`src/rtl/muldiv_unit.sv`:
```
// Iterative RV32M multiply/divide unit: radix-2 shift-add multiply and restoring
// divide on operand magnitudes, one bit per cycle, with a valid/ready handshake.
module muldiv_unit #(
   parameter int XLEN = 32
) (
   input  logic            clk,
   input  logic            rst_n,
   input  logic            in_valid,
   output logic            in_ready,
   input  logic [2:0]      op,
   input  logic [XLEN-1:0] srcA,
   input  logic [XLEN-1:0] srcB,
   input  logic            flush,
   output logic            out_valid,
   input  logic            out_ready,
   output logic [XLEN-1:0] result,
   output logic            z,
   output logic            n,
   output logic            busy
);

   localparam int CW = $clog2(XLEN);

   typedef enum logic [1:0] {IDLE, CALC, DONE} state_t;
   typedef enum logic [2:0] {
      OP_MUL, OP_MULH, OP_MULHSU, OP_MULHU, OP_DIV, OP_DIVU, OP_REM, OP_REMU
   } op_t;

   state_t              state;
   logic [CW-1:0]       step;
   op_t                 op_q;
   logic                neg_q;
   logic [XLEN-1:0]     opnd;
   logic [2*XLEN-1:0]   acc;

   op_t                 op_in;
   logic                neg_a, neg_b, b_zero, ovf, special;
   logic [XLEN-1:0]     mag_a, mag_b, special_res, calc_res;
   logic [XLEN:0]       sum, shifted, trial;
   logic [2*XLEN-1:0]   acc_mul, acc_div, acc_next, prod_s;

   assign in_ready  = (state == IDLE);
   assign out_valid = (state == DONE);
   assign busy      = (state != IDLE);

   // Operand conditioning at the accept edge.
   assign op_in  = op_t'(op);
   assign neg_a  = srcA[XLEN-1] & (op_in inside {OP_MULH, OP_MULHSU, OP_DIV, OP_REM});
   assign neg_b  = srcB[XLEN-1] & (op_in inside {OP_MULH, OP_DIV, OP_REM});
   assign mag_a  = neg_a ? XLEN'(0) - srcA : srcA;
   assign mag_b  = neg_b ? XLEN'(0) - srcB : srcB;
   assign b_zero = op[2] && (srcB == '0);
   assign ovf    = (op_in inside {OP_DIV, OP_REM}) && &srcB
                   && (srcA == {1'b1, {(XLEN-1){1'b0}}});
   assign special     = b_zero || ovf;
   assign special_res = b_zero ? (op[1] ? srcA : '1) : (op[1] ? '0 : srcA);

   // One iteration: acc holds {partial, multiplier} or {remainder, quotient}.
   assign sum     = {1'b0, acc[2*XLEN-1:XLEN]} + (acc[0] ? {1'b0, opnd} : '0);
   assign acc_mul = {sum, acc[XLEN-1:1]};
   assign shifted = acc[2*XLEN-1:XLEN-1];
   assign trial   = shifted - {1'b0, opnd};
   assign acc_div = trial[XLEN] ? {shifted[XLEN-1:0], acc[XLEN-2:0], 1'b0}
                                : {trial[XLEN-1:0], acc[XLEN-2:0], 1'b1};
   assign acc_next = op_q[2] ? acc_div : acc_mul;
   assign prod_s   = neg_q ? (2*XLEN)'(0) - acc_next : acc_next;

   // NOTE: every output of a combinational block gets a default first, so no path leaves it unassigned and infers a latch.
   always_comb begin
      calc_res = '0;
      case (op_q)
         OP_MUL:                        calc_res = prod_s[XLEN-1:0];
         OP_MULH, OP_MULHSU, OP_MULHU:  calc_res = prod_s[2*XLEN-1:XLEN];
         OP_DIV, OP_DIVU:               calc_res = neg_q ? XLEN'(0) - acc_next[XLEN-1:0]
                                                         : acc_next[XLEN-1:0];
         default:                       calc_res = neg_q ? XLEN'(0) - acc_next[2*XLEN-1:XLEN]
                                                         : acc_next[2*XLEN-1:XLEN];
      endcase
   end

   // NOTE: sequential state uses non-blocking assignments so every register samples pre-edge values.
   always_ff @(posedge clk) begin
      if (!rst_n) begin
         state  <= IDLE;
         step   <= '0;
         result <= '0;
         z      <= 1'b0;
         n      <= 1'b0;
      end else begin
         case (state)
            IDLE: if (in_valid) begin
               step <= '0;
               if (special) begin
                  state  <= DONE;
                  result <= special_res;
                  z      <= (special_res == '0);
                  n      <= special_res[XLEN-1];
               end else begin
                  state <= CALC;
               end
            end
            CALC: if (flush) begin
               state <= IDLE;
            end else begin
               step <= step + 1'b1;
               if (step == CW'(XLEN-1)) begin
                  state  <= DONE;
                  result <= calc_res;
                  z      <= (calc_res == '0);
                  n      <= calc_res[XLEN-1];
               end
            end
            default: if (flush || out_ready) state <= IDLE;
         endcase
      end
   end

   // NOTE: datapath registers carry no reset; the control FSM guarantees they are loaded before use.
   always_ff @(posedge clk) begin
      if (state == IDLE && in_valid) begin
         op_q  <= op_in;
         neg_q <= op[2] ? (op[1] ? neg_a : neg_a ^ neg_b) : neg_a ^ neg_b;
         opnd  <= op[2] ? mag_b : mag_a;
         acc   <= {{XLEN{1'b0}}, op[2] ? mag_a : mag_b};
      end else if (state == CALC) begin
         acc <= acc_next;
      end
   end

endmodule

```
`config.mk`:
```
export PLATFORM = sky130hd
export DESIGN_NAME = muldiv_unit
export DESIGN_NICKNAME = d
export VERILOG_FILES = /design/src/rtl/muldiv_unit.sv
export SDC_FILE = /design/constraint.sdc
export NUM_CORES = 1
export LEC_CHECK = 0
export CAP_MARGIN = 25
export CORE_MARGIN = 2
export CORE_UTILIZATION = 45
export DETAILED_ROUTE_END_ITERATION = 7
export PLACE_DENSITY_LB_ADDON = 0.1
export REMOVE_ABC_BUFFERS = 1
export SLEW_MARGIN = 10
export SYNTH_ARGS = -nofsm -noshare
export SYNTH_HDL_FRONTEND = slang
export SYNTH_SLANG_ARGS = --single-unit
```
`constraint.sdc`:
```
create_clock -name clk -period 13.5 [get_ports clk]
set_clock_uncertainty 0.2 [all_clocks]
set_input_delay 1.35 -clock clk [delete_from_list [all_inputs] [get_ports clk]]
set_output_delay 1.35 -clock clk [all_outputs]
set_load 0.005 [all_outputs]
```
==> metrics.csv <==
metric;value;unit
status;finished clean;
final cell count without fillers;2737;
Hold Crit Class;flip-flop to flip-flop;
CP endpoint kind;flip-flop;
Synth Flop Type;dfxtp_1;
Slew Limit Fails;0;
DR iter-0 viols;1729;
CP Max Fanout;14;
DIE WIDTH;195;um
Max H-tree Level;4;
via count;17900;
Total GRT Usage;34.5;%
Max Cap Violations;0;
crit share post-route;56.4;%
gr ovfl total;0;
worst hold stages;2;
top-level I/O count;109;
row cnt;69;
flop and latch count out of synthesis;140;
Worst EP arrival;7800;ps
RSZ-0062 raised after global routing;false;
worst hold slack;286;ps
vias per inst;6.55;
WL/cell;24.2;um
first-pass iteration count of the detailed router;7;
Synth Area in Compound Gates;27.3;%
core area;35700;um^2
Avg Cell Area, Syn;7.31;um^2
area of the die;37900;um^2
Final Setup Violations;0;
largest net degree at the start of global routing;134;
WP data required;13680;ps
Netlist cell types;87;
Fillers;3578;
design area;18400;um^2
Tot Pwr;2.39;mW
R2R Setup Slk;5890;ps
top cell type's share of synthesized area;12.5;%
placed instance area;17800;um^2
CTS tree;built;
Residual DRC;0;
number of buffers added on ports;108;
slew of the pin with the lowest slew margin;1030;ps
post-synthesis mux area share;7.57;%
Hold Vio Cnt, Final;0;
RR Startpoint;acc[31]$_DFFE_PP_;
Post-DRT Antenna Nets;0;
DP Worst Slack;6120;ps
Post-CTS Hold Fix Bufs;0;
HPWL Detailed;51100;um
RR Endpoint;z$_SDFFE_PN0P_;
layout cells sized above 1;5.84;%
YS warnings;0;
utilization after layout;51.7;%
global-route wire length before repair;101000;um
Startpoint Class;flip-flop;
Resize count post-CTS;0;
Post-Syn Area;16400;um^2
Leak Pwr;6.96;nW
asr flop ratio synth;0;%
worst setup margin;5890;ps
Area contributors post-synth;edfxtp_1 12%, dfxtp_1 8.8%, mux2i_1 6.7%, nor2_1 6.0%, a21oi_1 5.5%;
max_slew headroom;30.4;%
post-CTS setup buffer count;0;
Post-synth EDFFs;68;
power density over cell area;130;nW/um^2
hold_sp;result[17]$_SDFFE_PN0P_;
initial cell density of the core;45.9;%
# nets final;2408;
CTS clock-pin slew for the worst setup and hold paths;70;ps
Final TNS setup;0;ps
Synth Area in Simple Gates;25.6;%
sequential area share after synthesis;21.3;%
Area Overhead vs Synth;12.7;%
main combinational cell family by area after synthesis;compound AO/OA/AOI/OAI gates;
Final GP Congestion;1.03;
placed instance count;2705;
top-count cell post-synth;nor2_1;
minimum clock period;7610;ps
Synth Area in XOR/XNOR;7.50;%
Antenna Cells;0;
CTS sink cnt;140;
root buffer selected by CTS;clkbuf_16;
final WL;66100;um
cells after synthesis;2237;
Crit Path Class;flip-flop to flip-flop;
most frequent cells after synthesis;262 x nor2_1, 222 x nand2_1, 179 x a21oi_1, 157 x o21ai_0, 109 x mux2i_1;
clock latency on the worst-skew pair;470;ps
number of global-route vias before repair;17200;
Hold EP;result[17]$_SDFFE_PN0P_;
cell taking the most area after synthesis;edfxtp_1;
initial antenna violation count;0;
maximum clock insertion buffer count;2;
Die Y;195;um
worst-case vdd ir drop;0.0878;mV
Max Fclk;131;MHz
CTS Buf Count;17;
adder-cell share of the synthesized area;5.68;%
worst reg-to-reg path cell count;25;
-- cells by family (layout without fill, tap and decap cells) --
family	count (synthesis)	in the layout
buffers and inverters	213	252
adder cells (fa/ha/maj)	73	73
XOR/XNOR	140	140
multiplexers	122	122
flip-flops	140	140
AND/OR/NAND/NOR	865	865
AO/OA/AOI/OAI	684	684
-- how the worst max path moves through the flow --
stage | start | cells after the start | end
CTS | acc[31]$_DFFE_PP_ | 25 | z$_SDFFE_PN0P_
global placement | acc[31]$_DFFE_PP_ | 25 | z$_SDFFE_PN0P_
floorplan | op_q[2]$_DFFE_PP_ | 17 | z$_SDFFE_PN0P_
detailed placement | acc[31]$_DFFE_PP_ | 25 | z$_SDFFE_PN0P_
finish | acc[31]$_DFFE_PP_ | 25 | z$_SDFFE_PN0P_
global route | acc[31]$_DFFE_PP_ | 25 | z$_SDFFE_PN0P_
-- metal layers --
metal  vias to the layer above  GRT usage, %  routed length (um)
met4                         0          17.2                3310
met2                       865          54.9               29200
li1                       8380             -                   -
met3                       178          6.06                5280
met1                      8506          45.1               28400
met5                         -             0                   0
-- worst max-delay path: stages, from the launching register on --
cell and delay, ps:
edfxtp_1 370, inv_1 80, ha_1 220, fa_1 410, nand2b_1 190, a211oi_2 370, o211ai_1 260, o21ai_1 250
and3_1 570, o21ai_2 100, nand2_1 510, o21ai_0 160, a21oi_1 340, ha_1 320, nand2_1 70, nor3_1 170
o21ai_0 120, o311a_1 260, o311ai_0 310, o311ai_0 190, a221oi_1 620, nand4_1 210, nor4b_1 420, nand4_1 170
or4_1 470, o31ai_2 170
-- registers in the layout, summed over array words and instances, names as in the netlist --
| signal | flops |
|---|---|
| op_q | 3 |
| neg_q | 1 |
| step | 5 |
| state | 2 |
| opnd | 32 |
| z | 1 |
| acc | 64 |
| result | 32 |
-- placed cells by master (no fill, tap or decap), drive strengths merged, types with 48 or more instances in the layout --
cell type,n
mux2i,109
o21ai,164
clkdlybuf4s50,107
edfxtp,68
a21oi,180
nand3,56
nand2,222
a211oi,48
dfxtp,72
inv,72
xor2,70
nor3,75
o211ai,48
ha,71
xnor2,70
nor2,263
-- layout make-up --
type | count | area [um^2] | area share [%]
multi-input combinational | 1884 | 12100 | 65.5
sequential | 140 | 3480 | 18.9
timing repair buffer | 146 | 1400 | 7.58
tap | 461 | 577 | 3.13
clock buffer | 18 | 429 | 2.33
inverter | 74 | 278 | 1.51
clock inverter | 14 | 195 | 1.06
-- power by group --
part	internal [mW]	switching, mW	total [mW]
logic	0.448	0.860	1.31
clock network	0.310	0.216	0.526
registers	0.502	0.0588	0.560
total	1.26	1.13	2.39
Note: power is estimated with default switching activity, not from simulation.
